--- src/rtl/riscv_pkg.sv ---
// rtl/riscv_pkg.sv - shared opcode, ALU_OP and control-bundle definitions for the ID/EX stage
package riscv_pkg;

    localparam logic [6:0] OP_R      = 7'b0110011;
    localparam logic [6:0] OP_I_ALU  = 7'b0010011;
    localparam logic [6:0] OP_LOAD   = 7'b0000011;
    localparam logic [6:0] OP_STORE  = 7'b0100011;
    localparam logic [6:0] OP_BRANCH = 7'b1100011;

    localparam logic [1:0] ALU_OP_ADD    = 2'b00;
    localparam logic [1:0] ALU_OP_BRANCH = 2'b01;
    localparam logic [1:0] ALU_OP_FUNCT  = 2'b10;

    typedef struct packed {
        logic [1:0] alu_op;
        logic       alusrc;
        logic       branch;
        logic       memread;
        logic       memwrite;
        logic       memtoreg;
        logic       regwrite;
        logic       ill_insn;
    } ctrl_t;

    localparam ctrl_t CTRL_NOP = '0;

endpackage

--- src/rtl/id_ctrl_decode.sv ---
// rtl/id_ctrl_decode.sv - combinational control decode of one 32-bit instruction word
module id_ctrl_decode
    import riscv_pkg::*;
(
    input  logic [31:0] instruction,
    output ctrl_t       ctrl,
    output logic [4:0]  rs1,
    output logic [4:0]  rs2,
    output logic [4:0]  rd,
    output logic        rs2_used,
    output logic [9:0]  alu_ctrl
);

    logic [6:0] opcode;

    assign opcode = instruction[6:0];

    always_comb begin
        ctrl     = CTRL_NOP;
        rs2_used = 1'b0;
        case (opcode)
            OP_R: begin
                ctrl.regwrite = 1'b1;
                ctrl.alu_op   = ALU_OP_FUNCT;
                rs2_used      = 1'b1;
            end
            OP_I_ALU: begin
                ctrl.regwrite = 1'b1;
                ctrl.alusrc   = 1'b1;
                ctrl.alu_op   = ALU_OP_FUNCT;
            end
            OP_LOAD: begin
                ctrl.regwrite = 1'b1;
                ctrl.alusrc   = 1'b1;
                ctrl.memread  = 1'b1;
                ctrl.memtoreg = 1'b1;
                ctrl.alu_op   = ALU_OP_ADD;
            end
            OP_STORE: begin
                ctrl.alusrc   = 1'b1;
                ctrl.memwrite = 1'b1;
                ctrl.alu_op   = ALU_OP_ADD;
                rs2_used      = 1'b1;
            end
            OP_BRANCH: begin
                ctrl.branch   = 1'b1;
                ctrl.alu_op   = ALU_OP_BRANCH;
                rs2_used      = 1'b1;
            end
            default: ctrl.ill_insn = 1'b1;
        endcase
    end

    // Unused register fields read as x0 so downstream forwarding never matches garbage
    assign rs1      = instruction[19:15];
    assign rs2      = rs2_used ? instruction[24:20] : 5'd0;
    assign rd       = (ctrl.branch | ctrl.memwrite | ctrl.ill_insn) ? 5'd0 : instruction[11:7];
    assign alu_ctrl = {instruction[31:25], instruction[14:12]};

endmodule

--- src/rtl/id_ex_stage.sv ---
// rtl/id_ex_stage.sv - ID/EX pipeline register with handshake, flush and load-use stall; ID_EX_PERF_EN adds stall/bubble counters
module id_ex_stage
    import riscv_pkg::*;
#(
    parameter int XLEN = 64
`ifdef ID_EX_PERF_EN
    ,
    parameter int PERF_W = 32
`endif
) (
    input  logic            clk,
    input  logic            rst_n,
    input  logic            in_valid,
    output logic            in_ready,
    input  logic [31:0]     instruction,
    input  logic [XLEN-1:0] pc_in,
    input  logic [XLEN-1:0] rdata1_in,
    input  logic [XLEN-1:0] rdata2_in,
    input  logic [XLEN-1:0] imm_in,
    input  logic            flush,
    output logic            out_valid,
    input  logic            out_ready,
    output logic [XLEN-1:0] pc_q,
    output logic [XLEN-1:0] rdata1_q,
    output logic [XLEN-1:0] rdata2_q,
    output logic [XLEN-1:0] imm_q,
    output logic [31:0]     instr_q,
    output logic [4:0]      rs1_q,
    output logic [4:0]      rs2_q,
    output logic [4:0]      rd_q,
    output logic [9:0]      alu_ctrl_q,
    output logic [1:0]      alu_op_q,
    output logic            alusrc_q,
    output logic            branch_q,
    output logic            memread_q,
    output logic            memwrite_q,
    output logic            memtoreg_q,
    output logic            regwrite_q,
    output logic            ill_insn_q,
    output logic            hazard_stall
`ifdef ID_EX_PERF_EN
    ,
    output logic [PERF_W-1:0] stall_cnt,
    output logic [PERF_W-1:0] bubble_cnt
`endif
);

    ctrl_t      dec_ctrl;
    ctrl_t      ctrl_q;
    logic [4:0] rs1_dec;
    logic [4:0] rs2_dec;
    logic [4:0] rd_dec;
    logic       rs2_used_dec;
    logic [9:0] alu_ctrl_dec;
    logic       load;

    id_ctrl_decode u_decode (
        .instruction (instruction),
        .ctrl        (dec_ctrl),
        .rs1         (rs1_dec),
        .rs2         (rs2_dec),
        .rd          (rd_dec),
        .rs2_used    (rs2_used_dec),
        .alu_ctrl    (alu_ctrl_dec)
    );

    assign hazard_stall = out_valid & ctrl_q.memread & (rd_q != 5'd0)
                        & ((rs1_dec == rd_q) | (rs2_used_dec & (rs2_dec == rd_q)));

    // Flush always consumes the presented word so decode can move on to the redirect target
    assign in_ready = flush | (~hazard_stall & (~out_valid | out_ready));
    assign load     = in_valid & in_ready & ~flush;

    always_ff @(posedge clk or negedge rst_n) begin
        if (!rst_n) begin
            out_valid  <= 1'b0;
            pc_q       <= '0;
            rdata1_q   <= '0;
            rdata2_q   <= '0;
            imm_q      <= '0;
            instr_q    <= '0;
            rs1_q      <= '0;
            rs2_q      <= '0;
            rd_q       <= '0;
            alu_ctrl_q <= '0;
            ctrl_q     <= CTRL_NOP;
        end else if (load) begin
            out_valid  <= 1'b1;
            pc_q       <= pc_in;
            rdata1_q   <= rdata1_in;
            rdata2_q   <= rdata2_in;
            imm_q      <= imm_in;
            instr_q    <= instruction;
            rs1_q      <= rs1_dec;
            rs2_q      <= rs2_dec;
            rd_q       <= rd_dec;
            alu_ctrl_q <= alu_ctrl_dec;
            ctrl_q     <= dec_ctrl;
        end else if (flush || (out_valid && out_ready)) begin
            // Bubble: payload stays, but side-effecting controls drop so an idle slot is harmless
            out_valid       <= 1'b0;
            ctrl_q.regwrite <= 1'b0;
            ctrl_q.memwrite <= 1'b0;
            ctrl_q.memread  <= 1'b0;
            ctrl_q.branch   <= 1'b0;
        end
    end

    assign alu_op_q   = ctrl_q.alu_op;
    assign alusrc_q   = ctrl_q.alusrc;
    assign branch_q   = ctrl_q.branch;
    assign memread_q  = ctrl_q.memread;
    assign memwrite_q = ctrl_q.memwrite;
    assign memtoreg_q = ctrl_q.memtoreg;
    assign regwrite_q = ctrl_q.regwrite;
    assign ill_insn_q = ctrl_q.ill_insn;

`ifdef ID_EX_PERF_EN
    logic bubble;

    assign bubble = out_valid & (flush | (out_ready & ~load));

    always_ff @(posedge clk or negedge rst_n) begin
        if (!rst_n) begin
            stall_cnt  <= '0;
            bubble_cnt <= '0;
        end else begin
            if (hazard_stall && in_valid && (stall_cnt != '1))
                stall_cnt <= stall_cnt + {{(PERF_W-1){1'b0}}, 1'b1};
            if (bubble && (bubble_cnt != '1))
                bubble_cnt <= bubble_cnt + {{(PERF_W-1){1'b0}}, 1'b1};
        end
    end
`endif

endmodule

--- config.mk ---
export PLATFORM = sky130hd
export DESIGN_NAME = id_ex_stage
export DESIGN_NICKNAME = d
export VERILOG_FILES = /design/src/rtl/riscv_pkg.sv /design/src/rtl/id_ctrl_decode.sv /design/src/rtl/id_ex_stage.sv
export SDC_FILE = /design/constraint.sdc
export NUM_CORES = 1
export LEC_CHECK = 0
export ABC_CLOCK_PERIOD_IN_PS = 2110
export CORE_AREA = 2 2 238 240
export CTS_BUF_LIST = sky130_fd_sc_hd__clkbuf_8 sky130_fd_sc_hd__clkbuf_16
export CTS_CLUSTER_DIAMETER = 30
export DETAILED_ROUTE_END_ITERATION = 10
export DIE_AREA = 0 0 240 242
export DONT_BUFFER_PORTS = 1
export GPL_ROUTABILITY_DRIVEN = 1
export SLEW_MARGIN = 25
export SYNTH_ARGS = -nofsm -noshare
export SYNTH_HDL_FRONTEND = slang
export SYNTH_SLANG_ARGS = --single-unit
--- constraint.sdc ---
create_clock -name clk -period 2.11 [get_ports clk]
set_input_delay 0.211 -clock clk [delete_from_list [all_inputs] [get_ports clk]]
set_output_delay 0.211 -clock clk [all_outputs]
set_load 0.02 [all_outputs]
==> metrics.cfg <==
[critical_path]
crit_family = buffers and inverters
required_ps = 2550
max_stage_delay_ps = 560
worstPathMaxFanout = 6
reg2reg_depth = 9
crit_start = rd_q[1]
path_cells = or4_4 -> o211ai_4 -> buf_6 -> o21a_4 -> buf_6 -> buf_12 -> buf_12 -> clkbuf_16 -> mux2_4
cp-end-kind = flop
reg2reg_to = rdata1_q[34]
cp_slowest_cell = or4_4
critPathKind = reg -> reg
r2r_start = rd_q[1]
crit_arrival_ps = 2880
cp_num_buf_inv = 5
crit_path_start_kind = flop
ff2ff_setup_slack_ps = -330

[clock_tree]
h-tree-depth = 3
clkTransAtPathRegs_ps = 50
clockBufferDepth = 3
cts_buffers = 75
hold_buffers = 295
root_buffer = clkbuf_16
cts_tree = yes
clock_latency_ps = 580
cts_sinks = 308

[synth]
netlist_instances = 722
yosys_register_bits = 308
synth_area_um2 = 12000
synth_warnings = 0
synth-main-ff-cell = dfrtp_1
ys_seq_area_share_pct = 64.3
syn-num-nets = 1015
yosys.cell_types.count = 33
syn_area_per_cell_um2 = 16.6
synth_edf_count = 0
ys_async_sr_fraction_pct = 100

[hold_path]
hold_class = in -> async

[routing]
route.detailed.drc = 0
drt_first_iter_violations = 209
drtPass1Iterations = 4
drtAntennaViolNets = 0
wl_per_cell_um = 20.8
viasPerCell = 4.17
drt_wl_total_mm = 40.4
vias = 8104

[die]
io_pins = 618
core_area_um2 = 55700
die_w_um = 240
die-area_um2 = 58100
floorplan.initialDensity_pct = 21.5
die_h_um = 242
rows = 87

[run_status]
run_status = finished, violations left
failed_checks = hold timing, setup timing

[finish]
final_common_cell = dfrtp_1
drive_gt1_share_pct = 38.5
area_growth_pct = 68.5
utilization_pct = 36.2
design_area_um2 = 20200
register_area_um2 = 7710
multi_input_area_um2 = 4610
n_fill_cell = 5125
fin_nets = 1424
mostFrequentLayoutCells = 306 x dfrtp_1, 295 x dlygate4sd3_1, 210 x mux2_4, 89 x clkbuf_16, 53 x mux2_1

[power]
power.total_mw = 23.2
p_leak_nw = 8.90
powerDensity_nw_per_um2 = 1150
ir_drop_uv = 619

[timing]
setup_viol = 295
skew_ps = 23.8
hold_violations = 308
slew_viol_final = 0
tightest_slew_ps = 575
fin_crit_ps = 2440
hold_ws_ps = -671
rsz0062_at_grt = true
period_share_pct = 116
setup_ws_ps = -329
fmax_ghz = 0.410
slew_headroom_pct = 61.7

[global_routing]
grt_max_degree = 309
grtUsageTotal_pct = 12.1
grt_remaining_overflow = 0
grt_pass1_vias = 9177
grt_pass1_wl_mm = 54.2
antenna_found_initial = 2

[placed_design]
dp_hpwl_mm = 22.9
portBuffers = 0
place.gp.congestion = 0.776
place_area_um2 = 13100
post-place-ws_ps = -167

[job]
drv_cap = 0

## cell families after synthesis
| logic type | count (synthesis) | synth area share (%) |
|---|---|---|
| simple gates | 33 | 1.45 |
| compound gates | 28 | 1.91 |
| mux | 290 | 27.2 |
| xor+xnor | 10 | 0.731 |
| flops | 308 | 64.3 |
| buf+inv | 53 | 4.36 |
## how the worst max path moves through the flow
stage | to | slack (ps) | cells past startpoint
3_5_place_dp | rdata1_q[41] | -170 | 6
6_report | rdata1_q[34] | -330 | 9
4_1_cts | in_ready | -370 | 9
2_1_floorplan | pc_q[0] | -30 | 6
5_1_grt | in_ready | -410 | 8
3_3_place_gp | alusrc_q | -150 | 6
## what timing repair did
action,in CTS,in global routing
pin swaps,6,9
cloned,4,13
endpoints found under the hold margin,616,308
buffers inserted,15,12
gates resized for setup,28,203
endpoints found under the setup margin,261,303
## flip-flops by register name, indices dropped and copies added (netlist names), 2 cells and up
name and flops:
imm_q 64, pc_q 64, rdata1_q 64, rdata2_q 64, instr_q 32, rd_q 5
rs2_q 5, alu_op_q 2
## area by class of cell
type                       instances  area share, %
tap                              756           4.68
clock buffer                      87           10.2
antenna                            2         0.0248
sequential                       308           38.2
timing repair buffer             382           21.3
inverter                           3         0.0558
multi-input combinational        361           22.8
clock inverter                    46           2.71
## power by group
part	total [mW]	internal, mW	switching (mW)
combinational	2.44	1.75	0.689
clock	11.7	8.15	3.50
sequential	9.09	6.88	2.21
total	23.2	16.8	6.40
## per-stage QoR
| stage | setup TNS [ps] | cells |
|---|---|---|
| 3_3_place_gp | -28050 | 1476 |
| 6_report | -74590 | 1945 |
| 4_1_cts | -68410 | 1923 |
| 2_1_floorplan | -5470 | 722 |
| 5_1_grt | -97140 | 1943 |
| 3_5_place_dp | -28790 | 1476 |
## worst register-to-register path, cell delays in order, from the launching register on
cell and delay [ps]:
dfrtp_2 410, or4_4 560, o211ai_4 220, buf_6 130, o21a_4 180, buf_6 120, buf_12 120, buf_12 130
clkbuf_16 150, mux2_4 310
## synthesized netlist by cell type (4+ instances only)
master | count | area share, %
buf_6 | 17 | 1.6
nand3_1 | 14 | 0.58
buf_4 | 15 | 0.94
dfrtp_1 | 308 | 64
nand2_1 | 6 | 0.19
o2bb2ai_1 | 12 | 0.88
mux2_1 | 210 | 20
mux2_2 | 78 | 7.3
xnor2_1 | 10 | 0.73
buf_2 | 4 | 0.17
buf_8 | 12 | 1.5
## layer usage
layer  track usage (%)  part of all wire, %
met1              11.7                   35
met2              22.1                   52
met3              5.21                   10
met4              5.70                  3.7
met5                 0                    0
No activity file was read; power rests on OpenSTA's default activity.
